## config.mk

```make
export PLATFORM = sky130hd
export DESIGN_NAME = cfg_serial_loader
export DESIGN_NICKNAME = d
export VERILOG_FILES = /design/src/rtl/cfg_serial_loader.sv
export SDC_FILE = /design/constraint.sdc
export NUM_CORES = 1
export LEC_CHECK = 0
export CORE_ASPECT_RATIO = 0.75
export CORE_MARGIN = 8
export CORE_UTILIZATION = 35
export CTS_BUF_LIST = sky130_fd_sc_hd__clkbuf_2 sky130_fd_sc_hd__clkbuf_4 sky130_fd_sc_hd__clkbuf_8
export CTS_CLUSTER_DIAMETER = 100
export DETAILED_ROUTE_END_ITERATION = 10
export PLACE_DENSITY = 0.62
export SKIP_CTS_REPAIR_TIMING = 1
export SLEW_MARGIN = 15
export SYNTH_ARGS = -nofsm -noshare
export SYNTH_HDL_FRONTEND = slang
export SYNTH_SLANG_ARGS = --single-unit
```

## constraint.sdc

```tcl
create_clock -name clk -period 1.9 [get_ports clk]
set_input_delay 0.19 -clock clk [delete_from_list [all_inputs] [get_ports clk]]
set_output_delay 0.19 -clock clk [all_outputs]
set_load 0.01 [all_outputs]
```

## src/rtl/cfg_serial_loader.sv

```systemverilog
// Serial configuration loader for the dual XOR stream cipher core.
// Shifts a parallel word into the core scan chain LSB first and captures the old chain.
module cfg_serial_loader #(
    parameter int M      = 32,
    parameter int SETTLE = 2,
    localparam int W     = 2*M+2
) (
    input  logic         clk,
    input  logic         rst_n,
    input  logic         start,
    input  logic [W-1:0] cfg_data,
    output logic         cfg_en,
    output logic         cfg_i,
    input  logic         cfg_o,
    output logic         busy,
    output logic         done,
    output logic [W-1:0] rb_data,
    output logic         run_en
);

    localparam int CW = $clog2(W);
    localparam int SW = $clog2(SETTLE+1);

    typedef enum logic [1:0] {
        S_IDLE,
        S_SHIFT,
        S_SETTLE,
        S_DONE
    } state_e;

    state_e          state_q, state_d;
    logic [W-1:0]    sreg_q, sreg_d;
    logic [W-1:0]    rb_sh_q, rb_sh_d;
    logic [W-1:0]    rb_data_q, rb_data_d;
    logic [CW-1:0]   bit_cnt_q, bit_cnt_d;
    logic [SW-1:0]   set_cnt_q, set_cnt_d;

    always_ff @(posedge clk or negedge rst_n) begin
        if (!rst_n) begin
            state_q   <= S_IDLE;
            sreg_q    <= '0;
            rb_sh_q   <= '0;
            rb_data_q <= '0;
            bit_cnt_q <= '0;
            set_cnt_q <= '0;
        end else begin
            state_q   <= state_d;
            sreg_q    <= sreg_d;
            rb_sh_q   <= rb_sh_d;
            rb_data_q <= rb_data_d;
            bit_cnt_q <= bit_cnt_d;
            set_cnt_q <= set_cnt_d;
        end
    end

    always_comb begin
        state_d   = state_q;
        sreg_d    = sreg_q;
        rb_sh_d   = rb_sh_q;
        rb_data_d = rb_data_q;
        bit_cnt_d = bit_cnt_q;
        set_cnt_d = set_cnt_q;
        unique case (state_q)
            S_IDLE: begin
                if (start) begin
                    sreg_d    = cfg_data;
                    bit_cnt_d = '0;
                    state_d   = S_SHIFT;
                end
            end
            S_SHIFT: begin
                // Readback enters at the top so core bit 0 ends up in rb_sh[0]
                sreg_d    = {1'b0, sreg_q[W-1:1]};
                rb_sh_d   = {cfg_o, rb_sh_q[W-1:1]};
                bit_cnt_d = bit_cnt_q + 1'b1;
                if (bit_cnt_q == CW'(W-1)) begin
                    set_cnt_d = '0;
                    state_d   = S_SETTLE;
                end
            end
            S_SETTLE: begin
                set_cnt_d = set_cnt_q + 1'b1;
                if (set_cnt_q == SW'(SETTLE-1)) begin
                    state_d = S_DONE;
                end
            end
            S_DONE: begin
                rb_data_d = rb_sh_q;
                state_d   = S_IDLE;
            end
            default: state_d = S_IDLE;
        endcase
    end

    assign cfg_en  = (state_q == S_SHIFT);
    assign cfg_i   = cfg_en & sreg_q[0];
    assign busy    = (state_q != S_IDLE);
    assign done    = (state_q == S_DONE);
    assign run_en  = ~busy;
    assign rb_data = rb_data_q;

endmodule
```

# [After elaboration in Yosys (flattened, before gate mapping)]
# Index checks and enable logic that the tools add are counted.
# W data, S select, Z words.
[op_classes] addsub=2 multipliers=0 div_mod_pow=0 order_cmp=0 n_eq_ne=8 shifts=0 mux=10 bitwise=2 n_reduce_logical=7
[op_table] cell="$pmux W66 S2" n=1
[op_table] cell="$mux W66" n=1
[op_table] cell="$pmux W7 S2" n=1
[op_table] cell="$mux W2" n=4
[op_table] cell="$pmux W2 S4" n=1
[op_table] cell="$add A7 B1 Y7 const B" n=1
[op_table] cell="$eq A7 B7 Y1 const B" n=1
[op_table] cell="$mux W7" n=1
[op_table] cell="$reduce_bool A2 Y1" n=3
[op_table] cell="$eq A2 B1 Y1 const B" n=2
[op_table] cell="$eq A2 B2 Y1 const B" n=2
[op_table] cell="$ne A2 B2 Y1 const B" n=2
[op_table] cell="$pmux W2 S2" n=1
[op_table] cell="$reduce_and A2 Y1" n=2
[op_table] cell="$reduce_and A3 Y1" n=1
[op_table] cell="$add A2 B1 Y2 const B" n=1
[op_table] cell="$logic_not A2 Y1" n=1
[op_table] cell="$ne A2 B1 Y1 const B" n=1
[op_table] cell="$and A1 B1 Y1" n=1
[op_table] cell="$not A1 Y1" n=1
[word_totals] regBits=209 latch_bits=0 mem_bits_rw=0 mem_bits_ro=0 in_bits=70 out_inout_bits=71 word_cells=35 mem_count=0

# [Logic depth before layout (Yosys ltp)]
# Gate-level depths: netlist (run 1).
[depth] depth_word=3 depth_mapped=8

# [Worst setup path after synthesis (run 1)]
# Ideal clock, no wire load.
[synth_timing] path_type="reg2reg" from="register state_q[0]" to="register bit_cnt_q[1]" setup_ps=95 arrival_ps=1698 slack_ps=106 stages_incl_launch_ff=8 synth_period_minus_slack_ps=1794 cell_sequence="dfrtp_1 inv_1 ha_1 mux2i_1 buf_2 buf_2 nand2_1 o31ai_1"
[synth_between] elab_chain_len=3
[synth_lines] element="start: declaration" line="31" text="state_e state_q, state_d;"
[synth_lines] element="start signal: assignment" line="47" text="state_q <= state_d;"
[synth_lines] element="$eq A2 B1 Y1 or $logic_not A2 Y1 (tied branches)" line="63" text="unique case (state_q)"
[synth_lines] element="$reduce_bool A2 Y1 (no source line) or $ne A2 B2 Y1 (tied branches)"
[synth_lines] element="$reduce_and A2 Y1 (no source line)"
[synth_lines] element="end signal: assignment" line="51" text="bit_cnt_q <= bit_cnt_d;"
[synth_lines] element="end: declaration" line="35" text="logic [CW-1:0] bit_cnt_q, bit_cnt_d;"
# Parallel ways exist; a longest one is shown, timed or not.
# A chain may end at the register's enable or synchronous reset.

# [Worst setup path after layout (run 1)]
[layout_timing] from="register state_q[0]" to="output busy"
[layout_between] elab_chain_len=1
[layout_lines] element="$reduce_bool A2 Y1" line="97" text="assign busy = (state_q != S_IDLE);"
[layout_lines] element="end: declaration" line="15" text="output logic busy,"
# No other way between the ends.

==> flow_summary.json, run 1 <==
{
  "synth_mux_area_frac": 0.256,
  "clock_latency_ns": 0.51,
  "tritoncts": "done",
  "p_comb_frac": 0.035,
  "synth-adder-area-share": 0.0103,
  "rows": 49,
  "tightest_slew_ns": 0.410,
  "clkPwrFrac": 0.456,
  "synth_area_mm2": 0.00853,
  "final_cells": 1165,
  "ys.warnings.count": 0,
  "period_needed_ns": 1.78,
  "syn_nets": 717,
  "hold_viol_final": 0,
  "synth_top_family_by_area": "multiplexers",
  "htree_levels": 2,
  "whs_ns": 0.189,
  "synth-simple-area-share": 0.0428,
  "setup_viol": 0,
  "drt_iter0_drc": 215,
  "layout_common_cells": "dfrtp_1, clkdlybuf4s50_1, mux2_2",
  "die_w_um": 196,
  "reg2reg_slack_ns": 0.15,
  "p_sw_w": 0.00188,
  "vdd_drop_max_mv": 0.340,
  "root_buffer": "clkbuf_8",
  "wl_per_cell_um": 15.2,
  "cts_buffers": 34,
  "final_common_cell": "dfrtp_1",
  "die-height_um": 151,
  "grtUsageTotal": 0.121,
  "overflow": 0,
  "grt_max_degree": 47,
  "hp-class": "primary input to asynchronous set/reset pin",
  "cts.sinks": 209,
  "port_buffers": 140,
  "path_class": "flip-flop to output pin",
  "critPathRequiredTime_ns": 1.71,
  "num_antenna_cells": 0,
  "cp_max_fo": 5,
  "clock.fmax_mhz": 561,
  "antenna_found_initial": 1,
  "die-area_mm2": 0.0297,
  "netlist_instances": 640,
  "cp-start-kind": "flip-flop",
  "p_leak_nw": 5.57,
  "avgSynthCellArea_um2": 13.3,
  "period_share": 0.939,
  "swShare": 0.210,
  "clk_pin_slew_ns": 0.07,
  "finalWirelength_mm": 17.7,
  "hpwl_mm": 12.0,
  "core-area_mm2": 0.0240,
  "finalNetCount": 890,
  "vias_per_cell": 4.56,
  "yosysUniqueCellTypes": 24,
  "yosysSeqAreaShare": 0.613,
  "place_inst": 1097,
  "synth_compound_area_frac": 0.0532,
  "p_seq_frac": 0.509,
  "vias": 5309,
  "grt_pass1_vias": 5584,
  "worst_setup_path_end_kind": "output pin",
  "final_layout_size_suffix_gt1_frac": 0.279,
  "boundaryPins": 141,
  "slew_headroom": 0.727,
  "drcViolationCount": 0,
  "power_density_mw_per_mm2": 786,
  "gp_congestion": 0.741,
  "start_util": 0.356,
  "clock-skew-final_ns": 0.0219,
  "dr.pass1.iters": 4,
  "yosys_register_bits": 209,
  "slew_viol_final": 0,
  "ant_nets": 0,
  "grt_pass1_wl_mm": 29.4,
  "synth_xor_xnor_area_share": 0.00103,
  "intPower_w": 0.00705,
  "syn2layout_area_growth_pct": 33.0,
  "rsz0062_at_grt": "no",
  "arrival_ns": 1.59,
  "cts_buffer_depth": 3,
  "max-cap-violations": 0,
  "status": "finished clean"
}
## kinds of logic after synthesis
logic type               after synthesis
flip-flops                           209
AND/OR/NAND/NOR                       92
multiplexers                         201
XOR/XNOR                               1
AO/OA/AOI/OAI                         84
buffers and inverters                 46
adder cells (fa/ha/maj)                7
## power by group through the flow
stage                     Sequential, W  Combinational, W  Clock (W)
final                           0.00454          0.000312    0.00407
after global routing            0.00455          0.000350    0.00445
after CTS                       0.00454          0.000322    0.00423
after detailed placement        0.00462          0.000321          0
after global placement          0.00462          0.000319          0
after floorplan                 0.00461         0.0000512          0
## flip-flops by register name, indices dropped and copies added, names as in the netlist
name,flops
rb_data,66
rb_sh_q,66
sreg_q,66
bit_cnt_q,7
set_cnt_q,2
state_q,2
## area by class of cell
| cell class | instances | area (µm²) |
|---|---|---|
| Sequential cell | 209 | 5230 |
| Clock buffer | 52 | 666 |
| Clock inverter | 5 | 50.0 |
| Tap cell | 331 | 414 |
| Multi-Input combinational cell | 385 | 3140 |
| Inverter | 8 | 30.0 |
| Fill cell | 2183 | 12600 |
| Timing Repair Buffer | 175 | 1820 |
## cell usage after synthesis
library cell	number	area, µm²
dfrtp_1	209	5230
o21ai_0	75	375
nor2_1	6	22.5
inv_1	8	30.0
xnor2_1	1	8.76
or4_4	1	11.3
o31ai_1	2	15.0
and3_2	1	7.51
and2_1	1	6.26
a21o_1	1	7.51
mux2_2	132	1490
clkbuf_1	11	41.3
buf_2	26	130
nand3_1	4	20.0
clkbuf_2	1	5.00
a21oi_1	3	15.0
nor3_1	1	5.00
mux2_4	1	15.0
o21ai_4	1	16.3
a32o_1	1	10.0
nand2_1	78	293
mux2i_1	68	681
ha_1	7	87.6
o221ai_2	1	15.0
## layer usage
metal	up-vias	global-route usage	wire length (µm)
met5	-	0	13
met4	2	0.0397	299
met3	29	0.0415	1150
met2	122	0.173	7350
met1	2581	0.169	8880
li1	2575	-	-
## through the flow
step / instance area [µm²] / setup slack (ns) / TNS [ns] / utilization / power, W
floorplan: 8530 / 0.106 / 0 / - / 0.00466
global placement: 10500 / 0.185 / 0 / 0.439 / 0.00494
detailed placement: 10500 / 0.129 / 0 / 0.439 / 0.00494
CTS: 11200 / -0.363 / -1.47 / 0.469 / 0.00910
global route: 11300 / 0.0200 / 0 / 0.473 / 0.00935
finish: 11300 / 0.116 / 0 / 0.473 / 0.00893
## worst max-delay path, cell delays in order, from the launching register on
cell,delay (ns)
dfrtp_1,0.43
inv_1,0.12
ha_2,0.25
inv_1,0.09
dlymetal6s2s_1,0.19
## path summary, 6_finish.rpt
kind                                         from                       to  depth (start not counted)
min reg2reg                sreg_q[48]$_DFFE_PN0P_   sreg_q[48]$_DFFE_PN0P_                          2
max reg2reg                state_q[0]$_DFFE_PN0P_   sreg_q[41]$_DFFE_PN0P_                          6
min in group clk                     cfg_data[65]   sreg_q[65]$_DFFE_PN0P_                          3
max                        state_q[0]$_DFFE_PN0P_                     busy                          4
min                                         rst_n  rb_data[58]$_DFFE_PN0P_                          2
max in group asynchronous                   rst_n  rb_data[19]$_DFFE_PN0P_                          3
Power figures use the tool's default switching activity.
==> run 2: changes to the inputs <==
CELL_PAD_IN_SITES_DETAIL_PLACEMENT = 2   (was unset)
CELL_PAD_IN_SITES_GLOBAL_PLACEMENT = 2   (was unset)
CTS_CLUSTER_SIZE = 25   (was unset)
PLACE_DENSITY = 0.83   (was 0.62)
==> flow_summary.json, run 2 (synthesis gave the netlist of run 1 again) <==
{
  "status": "finished clean",
  "cts_buffer_depth": 3,
  "vdd_drop_max_mv": 0.334,
  "final_area_mm2": 0.0108,
  "die-height_um": 151,
  "cp_num_cells": 4,
  "r2r_start": "state_q[1]$_DFFE_PN0P_",
  "grt_max_degree": 64,
  "endpoint": "cfg_i",
  "wl_per_cell_um": 19.1,
  "clock_latency_ns": 0.52,
  "period_share": 0.957,
  "placed_area_mm2": 0.0105,
  "vias": 5426,
  "worst_path_max_delay_cell": "dfrtp_2",
  "period_needed_ns": 1.82,
  "rr_worst_depth": 7,
  "num_antenna_cells": 0,
  "place_ws_ns": -0.0272,
  "die_w_um": 196,
  "reg2reg_to": "state_q[1]$_DFFE_PN0P_",
  "layout_setup_ws_ns": 0.0811,
  "hpwl_mm": 15.6,
  "die-area_mm2": 0.0297,
  "final_common_cell": "dfrtp_1",
  "arrival_ns": 1.63,
  "cts_buffers": 12,
  "tritoncts": "done",
  "core-area_mm2": 0.0240,
  "rows": 49,
  "slew_viol_final": 0,
  "syn2layout_area_growth_pct": 26.1,
  "final_layout_size_suffix_gt1_frac": 0.236,
  "power_w": 0.00687,
  "dr.pass1.iters": 4,
  "slowest_delay_ns": 0.48,
  "antenna_found_initial": 0,
  "p_leak_nw": 5.22,
  "grtUsageTotal": 0.144,
  "cp-start-kind": "flip-flop",
  "hold_viol_final": 0,
  "hp-class": "primary input to asynchronous set/reset pin",
  "drcViolationCount": 0,
  "whs_ns": 0.241,
  "max-cap-violations": 0,
  "grt_pass1_vias": 6329,
  "clk_pin_slew_ns": 0.15,
  "ant_nets": 0,
  "port_buffers": 140,
  "start_util": 0.356,
  "setup_viol": 0,
  "critPathRequiredTime_ns": 1.71,
  "cts.sinks": 209,
  "finalSetupTns_ns": 0,
  "layout_common_cells": "dfrtp_1, clkdlybuf4s50_1, mux2_2",
  "path_buf_inv": 2,
  "htree_levels": 1,
  "path_class": "flip-flop to output pin",
  "root_buffer": "clkbuf_8",
  "crit_family": "flip-flops",
  "cp_max_fo": 5,
  "startpoint": "state_q[1]$_DFFE_PN0P_",
  "clock.fmax_mhz": 550,
  "drt_iter0_drc": 117,
  "overflow": 0,
  "finalWirelength_mm": 21.2,
  "worst_setup_path_end_kind": "output pin",
  "boundaryPins": 141,
  "power_density_mw_per_mm2": 639,
  "vias_per_cell": 4.87,
  "path_cells": "inv_2 -> ha_4 -> and2_1 -> clkbuf_2",
  "gp_congestion": 0.750,
  "tightest_slew_ns": 0.549,
  "rsz0062_at_grt": "yes",
  "slew_headroom": 0.634,
  "grt_pass1_wl_mm": 34.9,
  "finalNetCount": 860,
  "reg2reg_slack_ns": 0.08,
  "clock-skew-final_ns": 0.0411
}
[run 2: cell count changes in the layout (fill, tap and decap cells not counted), moves of 3 or more]
| cell | before | now |
|---|---|---|
| clkinv_2 | 4 | 0 |
| clkbuf_4 | 8 | 0 |
| clkbuf_8 | 44 | 14 |
| buf_4 | 23 | 16 |
| buf_12 | 11 | 8 |
[run 2: stage by stage]
step,cells,util
after detailed placement,1096,0.438
after global placement,1096,0.438
after floorplan,640,-
after CTS,1110,0.446
after global routing,1114,0.449
final,1114,0.449
[run 2: where the power goes]
part	switching (W)	internal, W
combinational	0.000136	0.000186
sequential	0.0000436	0.00450
clock	0.00136	0.000649
[run 2: final cells by class]
type	count	area, µm²
fillers	2338	13200
repair buffers	167	1740
flip-flops and latches	209	5230
inverters	8	30.0
well taps	331	414
multi-input cells	385	3150
clock buffers	13	179
clock inverters	1	16.3
[run 2: per-layer routing]
metal,global-route usage,vias up,share of wire
li1,-,2487,-
met1,0.185,2828,0.45
met2,0.253,96,0.50
met3,0.0286,15,0.038
met4,0.0223,0,0.011
met5,0,-,0
[run 2: worst min-delay path by stage]
stage | startpoint | to | slack [ns] | cells past startpoint
finish | rst_n | rb_sh_q[13]$_DFFE_PN0P_ | 0.24 | 2
global route | rst_n | rb_sh_q[13]$_DFFE_PN0P_ | 0.26 | 2
CTS | rst_n | rb_data[56]$_DFFE_PN0P_ | -0.35 | 1
detailed placement | rst_n | rb_data[15]$_DFFE_PN0P_ | 0.22 | 1
global placement | rst_n | rb_data[13]$_DFFE_PN0P_ | 0.21 | 1
floorplan | rst_n | bit_cnt_q[0]$_DFFE_PN0P_ | -0.11 | 0
[run 2: worst reg2reg max path: cells and delay by family, from the launching register on]
family | cells | cell delay [ns]
buf+inv | 3 | 0.53
mux | 1 | 0.32
compound gates | 2 | 0.22
fa+ha+maj | 1 | 0.18
flops | 1 | 0.48
